**config.mk**
```make
export PLATFORM = sky130hd
export DESIGN_NAME = pe_dot_sequencer
export DESIGN_NICKNAME = d
export VERILOG_FILES = /design/src/rtl/pe_types.sv /design/src/rtl/pe_tag_delay.sv /design/src/rtl/pe_dot_sequencer.sv
export SDC_FILE = /design/constraint.sdc
export NUM_CORES = 1
export LEC_CHECK = 0
export CAP_MARGIN = 20
export CORE_MARGIN = 10
export CORE_UTILIZATION = 40
export DETAILED_ROUTE_END_ITERATION = 10
export PLACE_DENSITY = 0.7
export RECOVER_POWER = 100
export SLEW_MARGIN = 5
export SYNTH_ARGS = -nofsm -noshare
export SYNTH_HDL_FRONTEND = slang
export SYNTH_HIERARCHICAL = 1
export SYNTH_SLANG_ARGS = --single-unit
```
**constraint.sdc**
```tcl
create_clock -name clock -period 3.4 [get_ports clock]
set_clock_uncertainty 0.05 [all_clocks]
set_input_delay 0.68 -clock clock [delete_from_list [all_inputs] [get_ports clock]]
set_output_delay 0.68 -clock clock [all_outputs]
set_load 0.005 [all_outputs]
```
**src/rtl/pe_types.sv**
```systemverilog
// Shared types and derived constants for the PE dot-product sequencer.
package pe_types;

    // Static PE pipeline configuration.
    typedef struct packed {
        int unsigned rd_latency;
        int unsigned dot_latency;
    } pe_cfg_t;

    localparam pe_cfg_t PE_CFG = '{rd_latency: 2, dot_latency: 5};

    // Cycles from a read strobe to its dot result at the accumulator input.
    localparam int unsigned PE_DOT_SEQ_TAG_DEPTH = PE_CFG.rd_latency + PE_CFG.dot_latency;

    typedef enum logic [1:0] {
        ST_IDLE  = 2'd0,
        ST_ISSUE = 2'd1,
        ST_DRAIN = 2'd2,
        ST_DONE  = 2'd3
    } pe_dot_seq_state_t;

    typedef struct packed {
        logic valid;
        logic first;
        logic last;
    } pe_dot_tag_t;

endpackage

```
**src/rtl/pe_tag_delay.sv**
```systemverilog
// Fixed-depth tag delay line that mirrors the read + dot pipeline, with an
// in-flight valid count so the sequencer can tell when it has drained.
module pe_tag_delay
    import pe_types::*;
#(
    parameter int unsigned DEPTH = PE_DOT_SEQ_TAG_DEPTH,
    localparam int unsigned CW   = $clog2(DEPTH + 1)
) (
    input  logic          clock,
    input  logic          reset,
    input  pe_dot_tag_t   tag_in,
    output pe_dot_tag_t   tag_out,
    output logic [CW-1:0] in_flight
);

    pe_dot_tag_t stage [DEPTH];

    // Shift every cycle; the datapath it tracks has no enable.
    always_ff @(posedge clock or posedge reset) begin
        if (reset) begin
            for (int i = 0; i < int'(DEPTH); i++) begin
                stage[i] <= '0;
            end
            in_flight <= '0;
        end else begin
            stage[0] <= tag_in;
            for (int i = 1; i < int'(DEPTH); i++) begin
                stage[i] <= stage[i-1];
            end
            in_flight <= in_flight + CW'(tag_in.valid) - CW'(stage[DEPTH-1].valid);
        end
    end

    assign tag_out = stage[DEPTH-1];

endmodule

```
**src/rtl/pe_dot_sequencer.sv**
```systemverilog
// Sequences one PE's dot-product datapath across an N-chunk reduction:
// issues reads, tags each chunk through the fixed-latency pipeline, and
// pulses o_done once the last tagged result has reached the accumulator.
// Optional macro PE_DOT_SEQ_PERF_EN adds busy/stall performance counters.
module pe_dot_sequencer
    import pe_types::*;
#(
    parameter int unsigned RD_LATENCY  = PE_CFG.rd_latency,
    parameter int unsigned DOT_LATENCY = PE_CFG.dot_latency,
    parameter int unsigned ADDR_WIDTH  = 10,
    parameter int unsigned CNT_WIDTH   = 12
) (
    input  logic                  clock,
    input  logic                  reset,
    input  logic                  i_start,
    input  logic [CNT_WIDTH-1:0]  i_num_chunks,
    input  logic [ADDR_WIDTH-1:0] i_base_addr,
    input  logic                  i_stall,
    output logic                  o_ready,
    output logic                  o_rd_en,
    output logic [ADDR_WIDTH-1:0] o_rd_addr,
    output logic                  o_acc_valid,
    output logic                  o_acc_first,
    output logic                  o_acc_last,
    output logic                  o_done
`ifdef PE_DOT_SEQ_PERF_EN
    ,
    output logic [31:0]           o_perf_busy_cycles,
    output logic [31:0]           o_perf_stall_cycles
`endif
);

    localparam int unsigned TAG_DEPTH = RD_LATENCY + DOT_LATENCY;
    localparam int unsigned FLIGHT_W  = $clog2(TAG_DEPTH + 1);

    pe_dot_seq_state_t     state, state_next;
    logic [CNT_WIDTH-1:0]  num_chunks;
    logic [CNT_WIDTH-1:0]  issued;
    logic [ADDR_WIDTH-1:0] base_addr;
    logic                  accept_c;
    logic                  issue_c;
    logic                  final_chunk_c;
    pe_dot_tag_t           tag_in;
    pe_dot_tag_t           tag_out;
    logic [FLIGHT_W-1:0]   in_flight;

    assign accept_c      = (state == ST_IDLE) && i_start;
    assign issue_c       = (state == ST_ISSUE) && !i_stall;
    assign final_chunk_c = (issued == num_chunks - CNT_WIDTH'(1));

    // FSM state register.
    always_ff @(posedge clock or posedge reset) begin
        if (reset) begin
            state <= ST_IDLE;
        end else begin
            state <= state_next;
        end
    end

    // Job context: latched on accept, issue counter advances per read.
    always_ff @(posedge clock or posedge reset) begin
        if (reset) begin
            num_chunks <= '0;
            base_addr  <= '0;
            issued     <= '0;
        end else if (accept_c) begin
            num_chunks <= i_num_chunks;
            base_addr  <= i_base_addr;
            issued     <= '0;
        end else if (issue_c) begin
            issued <= issued + CNT_WIDTH'(1);
        end
    end

    // Next-state and control outputs.
    always_comb begin
        state_next = state;
        o_ready    = 1'b0;
        o_rd_en    = 1'b0;
        o_done     = 1'b0;
        case (state)
            ST_IDLE: begin
                o_ready = 1'b1;
                if (i_start) begin
                    state_next = (i_num_chunks == '0) ? ST_DONE : ST_ISSUE;
                end
            end
            ST_ISSUE: begin
                o_rd_en = !i_stall;
                if (!i_stall && final_chunk_c) begin
                    state_next = ST_DRAIN;
                end
            end
            ST_DRAIN: begin
                // The last tag is at the output and nothing is behind it.
                if (tag_out.valid && tag_out.last && in_flight == FLIGHT_W'(1)) begin
                    state_next = ST_DONE;
                end
            end
            ST_DONE: begin
                o_done     = 1'b1;
                state_next = ST_IDLE;
            end
            default: state_next = ST_IDLE;
        endcase
    end

    // Tag for the chunk being issued this cycle.
    always_comb begin
        tag_in       = '0;
        tag_in.valid = issue_c;
        tag_in.first = issue_c && (issued == '0);
        tag_in.last  = issue_c && final_chunk_c;
    end

    assign o_rd_addr = base_addr + ADDR_WIDTH'(issued);

    pe_tag_delay #(
        .DEPTH (TAG_DEPTH)
    ) u_tag_delay (
        .clock     (clock),
        .reset     (reset),
        .tag_in    (tag_in),
        .tag_out   (tag_out),
        .in_flight (in_flight)
    );

    assign o_acc_valid = tag_out.valid;
    assign o_acc_first = tag_out.first;
    assign o_acc_last  = tag_out.last;

`ifdef PE_DOT_SEQ_PERF_EN
    // Saturating busy/stall counters, restarted by each accepted job.
    always_ff @(posedge clock or posedge reset) begin
        if (reset) begin
            o_perf_busy_cycles  <= '0;
            o_perf_stall_cycles <= '0;
        end else if (accept_c) begin
            o_perf_busy_cycles  <= '0;
            o_perf_stall_cycles <= '0;
        end else begin
            if (state != ST_IDLE && o_perf_busy_cycles != '1) begin
                o_perf_busy_cycles <= o_perf_busy_cycles + 32'd1;
            end
            if (state == ST_ISSUE && i_stall && o_perf_stall_cycles != '1) begin
                o_perf_stall_cycles <= o_perf_stall_cycles + 32'd1;
            end
        end
    end
`endif

endmodule
```
## Yosys cells after proc, flatten, opt, wreduce, memory -nomap -nowiden

Cells that the tools add are included.

| storage, ports and cells | value |
|---|---|
| word-level logic and storage cells | 62 |
| input bits | 26 |
| output and inout bits | 16 |
| register bits after elaboration | 60 |

| cells by class | value |
|---|---|
| add/subtract/negate cells | 5 |
| muxes and demuxes | 10 |
| reduce and logical (&&, ||, !) cells | 13 |
| equal/unequal tests | 8 |

Operators with widths:

| kind | number |
|---|---|
| logical NOT 12 bit | 2 |
| 2-to-1 mux 12 bit | 2 |
| adder 12 x 1 -> 12 bit (second input constant) | 1 |
| equality test 12 bit | 1 |
| subtractor 12 x 1 -> 12 bit (second input constant) | 1 |
| adder 10 bit | 1 |
| 2-to-1 mux 2 bit | 4 |
| one-hot mux 2 bit (4 select lines) | 1 |
| logical AND 1 bit | 7 |
| equality test 2 bit (second input constant) | 2 |
| != test 2 bit (second input constant) | 2 |
| adder 3 x 1 -> 3 bit | 1 |
| equality test 3 x 1 -> 1 bit (second input constant) | 1 |
| 2-to-1 mux 1 bit | 3 |
| AND reduction 3 bit | 1 |
| subtractor 3 x 1 -> 3 bit | 1 |
| equality test 2 x 1 -> 1 bit (second input constant) | 1 |
| logical NOT 2 bit | 1 |
| != test 2 x 1 -> 1 bit (second input constant) | 1 |
| nonzero test 2 bit | 1 |
| logical NOT 1 bit | 1 |

## Logic depth before layout (Yosys ltp)

Gate-level depths: netlist (run 1).

| depth | value |
|---|---|
| depth in word-level cells | 5 |
| mapped depth | 10 |

## Hierarchy

The synthesis (run 1) kept the hierarchy.

By module, submodules not included:

| module | area each (um^2) | instances | cells each |
|---|---|---|---|
| pe_dot_sequencer | 2439.8 | 1 | 290 |
| pe_tag_delay | 710.7 | 1 | 36 |

## Worst setup path before layout (run 1)

Ideal clock, no wire load.

| path | value |
|---|---|
| kind | register to output |
| start | reg issued[1] |
| end | out o_rd_addr[9] |
| arrival time | 2.025 ns |
| stages on the path, launching flop included | 9 |
| slack | 0.645 ns |
| path through | dfrtp_1 -> ha_1 -> a21o_1 -> a21oi_1 -> nor2b_1 -> o21a_1 -> o41ai_1 -> nor2_1 -> a211oi_1 |

| on the way | value |
|---|---|
| word-level cells in the longest chain between the ends | 1 |

RTL lines:

| item | RTL line | text |
|---|---|---|
| start, declared | pe_dot_sequencer.sv:38 | `logic [CNT_WIDTH-1:0] issued;` |
| start signal, assigned | pe_dot_sequencer.sv:71 | `issued <= issued + CNT_WIDTH'(1);` |
| adder 10 bit | pe_dot_sequencer.sv:116 | `assign o_rd_addr = base_addr + ADDR_WIDTH'(issued);` |
| end, declared | pe_dot_sequencer.sv:21 | `output logic [ADDR_WIDTH-1:0] o_rd_addr,` |

Every way passes these cells.

## Final worst setup path (run 1)

Ends and elaborated chain as after synthesis.

==> results of run 1 <==
[metal layers]
| metal | global-route usage | up-vias | routed length [um] |
|---|---|---|---|
| li1 | - | 1181 | - |
| met4 | 0.0461 | 0 | 127 |
| met3 | 0.0419 | 14 | 262 |
| met2 | 0.213 | 45 | 3420 |
| met1 | 0.143 | 1125 | 3070 |
| met5 | 0 | - | 0 |
[flip-flops by register name (all words and copies together) (netlist names)]
name,cells
u_tag_delay/stage,18
u_tag_delay/in_flight,3
base_addr,10
state,2
issued,12
u_tag_delay/tag_out,3
num_chunks,12
[layout by cell type, fill, tap and decap left out, types with 2 or more instances in the layout]
master,count
nor4_1,4
nor3_1,3
clkbuf_1,4
clkdlybuf4s50_1,24
a21oi_2,3
dfrtp_1,60
xor2_1,14
a21o_1,2
nor4_2,2
clkbuf_8,9
or3_1,3
and3_1,2
nand3_1,7
clkinvlp_4,2
buf_4,4
nor2_1,27
a21oi_1,7
nand2b_1,2
or4_1,2
fa_1,2
ha_1,18
o211ai_1,4
a211oi_1,2
dlygate4sd3_1,13
clkinv_4,2
o21ai_0,13
inv_1,22
and2_1,2
nand2_1,63
xnor2_1,18
a31oi_1,3
nand4_1,6
dlygate4sd2_1,3
[stage by stage]
stage | power (W) | utilization | cells | hold slack [ps]
5_1_grt | 0.00333 | 0.506 | 479 | 308
2_1_floorplan | 0.00199 | - | 326 | 281
6_report | 0.00307 | 0.506 | 479 | 295
3_3_place_gp | 0.00244 | 0.479 | 463 | 282
4_1_cts | 0.00316 | 0.507 | 479 | 300
3_5_place_dp | 0.00249 | 0.479 | 463 | 285
[final timing paths]
kind	from	endpoint	slack, ps
setup / recovery	issued[1]	o_rd_addr[9]	200
hold / removal	u_tag_delay/stage[15]	u_tag_delay/stage[12]	300
setup reg to reg	num_chunks[0]	state[1]	610
hold reg to reg	u_tag_delay/stage[15]	u_tag_delay/stage[12]	300
max in group asynchronous	reset	num_chunks[9]	650
min in group asynchronous	reset	u_tag_delay/tag_out[2]	920
[cell families (layout without fill, tap and decap cells)]
family | count (synthesis) | in the layout | synth area share
muxes | 1 | 1 | 0.00357
DFF | 60 | 60 | 0.477
and+or+nand+nor | 132 | 132 | 0.205
xor gates and xnor gates | 33 | 33 | 0.0965
AOI/OAI and AO/OA | 44 | 44 | 0.0882
buffers and inverters | 36 | 87 | 0.0465
adders and majority gates | 20 | 20 | 0.0842
[timing repair]
item | in CTS | in global routing
endpoints found under the setup margin | 4 | 2
pin swaps | 1 | 2
cloned | 0 | 0
resized for setup | 8 | 3
[critical path, cell delays in order, from the launching register on]
cell and delay [ps]:
dfrtp_1 390, ha_1 300, a21o_1 170, a21oi_2 170
nor2b_1 70, o21a_1 190, o41ai_2 270, clkbuf_1 190
a211oi_2 90, dlygate4sd2_1 290
[layout make-up]
type / count / area share
Clock inverter: 7 / 0.0196
Inverter: 22 / 0.0212
Tap cell: 102 / 0.0328
Sequential cell: 60 / 0.386
Timing Repair Buffer: 49 / 0.117
Multi-Input combinational cell: 230 / 0.392
Clock buffer: 9 / 0.0318
[power groups by stage]
stage | clock, W | sequential (W) | combinational, W
finish | 0.000651 | 0.00113 | 0.00128
global route | 0.000701 | 0.00116 | 0.00147
CTS | 0.000672 | 0.00114 | 0.00135
detailed placement | 0 | 0.00115 | 0.00135
global placement | 0 | 0.00113 | 0.00131
floorplan | 0 | 0.00110 | 0.000885
==> out/qor.csv, run 1 <==
metric,value,unit
antenna_cells,0,
ys_seq_area_frac,0.477,
drtIter0Drc,123,
grt_usage,0.125,
cts_hold_buf,0,
multi_input_area,1530,um2
hold_viol_final,0,
ir_worst_vdd,359,uV
ys.flop_type,dfrtp_1,
switchingPower,0.00116,W
synth_nets,372,
crit_arrival,2470,ps
overflow,0,
status,"complete, but fails checks",
cp_max_fo,2,
hold_path_class,flop to flop,
layout-drive-gt1-share,0.0796,
synth_area,3150,um2
synth-seq-cells,60,
synth_top_area_cell,dfrtp_1,
violations,"capacitance limit, slew limit",
grt_max_degree,41,
grt_pass1_vias,2459,
maxSlewHeadroom,-0.359,
num-fill-cells,739,
drc,0,
io_buffers,41,
worstPathRequired,2670,ps
r2r.worst_path.cells,9,
p_int,0.00191,W
worstMarginPinSlew,2040,ps
cp-end-kind,primary output,
ys_warn_count,6,
hold_path_depth,0,
htreeDepth,3,
tns,0,ps
syn_inst,326,
cp-start-kind,flop,
routabilityCongestion,0.860,
boundaryPins,42,
rsz0062_at_grt,false,
start_util,0.410,
power_density,788,nW/um2
p_comb_frac,0.418,
max_freq,0.312,GHz
via_per_inst,4.94,
core_area,7690,um2
synth.distinct_cells,46,
synthToLayoutAreaGrowth,23.6,%
yosys-top-cells-count,"nand2_1, dfrtp_1, nor2_1",
seqCellArea,1500,um2
clkPwrFrac,0.212,
synthArstFlopShare,1.00,
placed_cell_area,3680,um2
period_needed,3200,ps
fp.dieH,109,um
cts_tree,done,
yosysMostFrequentCell,nand2_1,
die_area,11800,um2
post_drt_wl_per_cell,14.4,um
dr.pass1.iters,4,
synth_edf_count,0,
p_seq_frac,0.369,
synth_top_area_frac,0.477,
clkTransAtPathRegs,80,ps
numCtsBuffers,9,
final_nets,418,
maxCapViolCount,2,
leakage,1.86,nW
report.final.slew_viol_count,78,
synth_area_leaders,"dfrtp_1, nand2_1, ha_1",
dp_hpwl,5020,um
fin_area,3890,um2
finalCritPeriodShare,0.942,
swShare,0.378,
post_cts_buffers,0,
critPathKind,flop to primary output,
syn_avg_cell_area,9.66,um2
vias,2365,
finalWorstSetupSlack,198,ps
worstSkewPairLatency,350,ps
grt_first_pass_wirelength,11600,um
antenna_found_initial,0,
clk_path_buf_depth,2,
fp.dieW,109,um
cts_sinks,60,
postRouteAntennaNets,0,
post-place-ws,116,ps
setup_viol,0,
wl,6880,um
cts_root_buf,clkbuf_8,
num_rows,32,
Power figures use the tool's default switching activity.
==> run 2, diff against run 1 <==
==> constraint.sdc (replaced) <==
create_clock -name clock -period 3.3 [get_ports clock]
set_clock_uncertainty 0.05 [all_clocks]
set_input_delay 0.66 -clock clock [delete_from_list [all_inputs] [get_ports clock]]
set_output_delay 0.66 -clock clock [all_outputs]
set_load 0.005 [all_outputs]
==> run 2 against run 1 <==
  * The run still ends with capacitance limit, slew limit left
  * Combinational power rose by 3%
  * Non-clock buffer count rose by 2
  * Final area up 0.84%
  * Sequential share of layout area decreased by 0.32 points
  * Count of clock-buffer cells in the layout is the same
  * Largest power group unchanged
==> out/qor.csv, run 2 (synthesized netlist as in run 1, its figures left out) <==
metric,value,unit,change
die_area,11800,um2,unchanged
path_cells,ha_1 -> a21o_1 -> a21oi_2 -> nor2b_1 -> o21a_1 -> o41ai_2 -> buf_4 -> xnor2_1 -> dlygate4sd2_1,,
dp_hpwl,5140,um,+2.3%
maxSlewHeadroom,-0.342,,+0.0168
drtIter0Drc,144,,+17%
report.final.slew_viol_count,78,,unchanged
reg.largest.list,"u_tag_delay/stage: 18 flops, issued: 12 flops, num_chunks: 12 flops",,
top_register,u_tag_delay/stage,,
grt_max_degree,41,,unchanged
leakage,1.88,nW,+0.82%
core_area,7690,um2,unchanged
fp.dieW,109,um,unchanged
grt_pass1_vias,2490,,+1.3%
via_per_inst,4.96,,+0.47%
cp-end-kind,primary output,,
critPathKind,flop to primary output,,
antenna_found_initial,0,,unchanged
period_needed,3110,ps,
rr_startpoint,num_chunks[0],,
clkTransAtPathRegs,70,ps,about the same
cts_hold_buf,0,,unchanged
grt_first_pass_wirelength,11800,um,+2.0%
cts_root_buf,clkbuf_8,,
violations,"capacitance limit, slew limit",,
hold_viol_final,0,,unchanged
hp-start,u_tag_delay/stage[16],,
placed_cells,464,,+0.22%
cp_slowest_cell,dfrtp_1,,
final_common_cell,nand2_1,,
worstPathRequired,2590,ps,-80 ps
numCtsBuffers,9,,unchanged
antenna_cells,0,,unchanged
hold_path_class,flop to flop,,
post-place-ws,108,ps,-7.51 ps
tns,0,ps,unchanged
overflow,0,,unchanged
layout_common_cells,"nand2_1, dfrtp_1, nor2_1, clkdlybuf4s50_1, inv_1",,
clk_path_buf_depth,2,,unchanged
fp.dieH,109,um,unchanged
cpPeakStageDelay,380,ps,about the same
boundaryPins,42,,unchanged
num_rows,32,,unchanged
placed_cell_area,3690,um2,+0.20%
cp-start-kind,flop,,
worstMarginPinSlew,2010,ps,-25.2 ps
io_buffers,41,,unchanged
power_density,818,nW/um2,+3.9%
maxCapViolCount,2,,unchanged
drc,0,,unchanged
fin_area,3930,um2,+0.84%
dr.pass1.iters,4,,unchanged
layout.cells.non_filler,481,,+0.42%
cts_sinks,60,,unchanged
htreeDepth,3,,unchanged
rsz0062_at_grt,false,,
routabilityCongestion,0.847,,-1.5%
cp-startpoint,issued[1],,
grt_usage,0.125,,about the same
crit_arrival,2400,ps,-70 ps
max_freq,0.321,GHz,
ir_worst_vdd,345,uV,-3.8%
post_drt_wl_per_cell,14.3,um,-0.59%
wl,6870,um,-0.17%
final_nets,420,,+0.48%
layout-drive-gt1-share,0.0897,,+0.0101
setup_viol,0,,unchanged
finalCritPeriodShare,0.943,,
vias,2386,,+0.89%
postRouteAntennaNets,0,,unchanged
status,"complete, but fails checks",,
finalWorstSetupSlack,188,ps,-9.94 ps
start_util,0.410,,unchanged
worstSkewPairLatency,330,ps,-20 ps
synthToLayoutAreaGrowth,24.6,%,
cp_max_fo,2,,unchanged
largest_reg_flops,18,,unchanged
finalPower,0.00321,W,+4.8%
cts_tree,done,,
[run 2: per-layer routing]
layer | track usage | part of all wire | up-vias
met5 | 0 | 0 | -
met2 | 0.211 | 0.51 | 43
met1 | 0.146 | 0.44 | 1149
li1 | - | - | 1188
met4 | 0.0452 | 0.012 | 0
met3 | 0.0401 | 0.040 | 6
[run 2: cell type report]
cell class,instances,area (um2)
Clock buffer,9,124
Clock inverter,7,98.8
Multi-Input combinational cell,230,1520
Sequential cell,60,1500
Tap cell,102,128
Inverter,22,82.6
Timing Repair Buffer,51,468
Fill cell,715,3760
[run 2: stage by stage]
stage	utilization	hold WS (ps)
CTS	0.513	301
detailed placement	0.480	285
global route	0.511	309
global placement	0.480	282
floorplan	-	281
finish	0.511	300
[run 2: timing repair]
item | 4_1_cts | 5_1_grt
endpoints found under the setup margin | 4 | 2
setup buffers | 1 | 0
gates resized for setup | 11 | 4
endpoints found under the hold margin | 0 | 0
pin swaps | 4 | 1
cloned | 0 | 0
[run 2: final timing paths]
path	to	depth (start not counted)	slack, ps
worst max-delay path	o_rd_addr[7]	9	190
worst min-delay path	u_tag_delay/stage[13]	0	300
worst max register to register	state[1]	9	560
worst min register to register	u_tag_delay/stage[13]	0	300
max in group asynchronous	num_chunks[3]	3	550
min in group asynchronous	u_tag_delay/stage[5]	2	920
[run 2: report_power, final]
| group | total (W) | switching [W] | internal, W |
|---|---|---|---|
| registers | 0.00116 | 0.000199 | 0.000964 |
| logic | 0.00132 | 0.000664 | 0.000653 |
| clock network | 0.000731 | 0.000303 | 0.000428 |
[run 2: critical path, delay by kind of cell, from the launching register on]
kind,cells,cell delay [ps]
XOR/XNOR,1,100
AO/OA/AOI/OAI,4,800
AND/OR/NAND/NOR,1,60
buffers and inverters,2,440
flip-flops,1,380
adder cells (fa/ha/maj),1,280
==> run 3, diff against run 2 <==
--- a/config.mk
+++ b/config.mk
@@ -5,7 +5,7 @@
 export SDC_FILE = /design/constraint.sdc
 export NUM_CORES = 1
 export LEC_CHECK = 0
-export CAP_MARGIN = 20
+export CAP_MARGIN = 10
 export CORE_MARGIN = 10
 export CORE_UTILIZATION = 40
 export DETAILED_ROUTE_END_ITERATION = 10
==> results of run 3 <==
Final layout, timing and power as in run 2 (identical DEF).
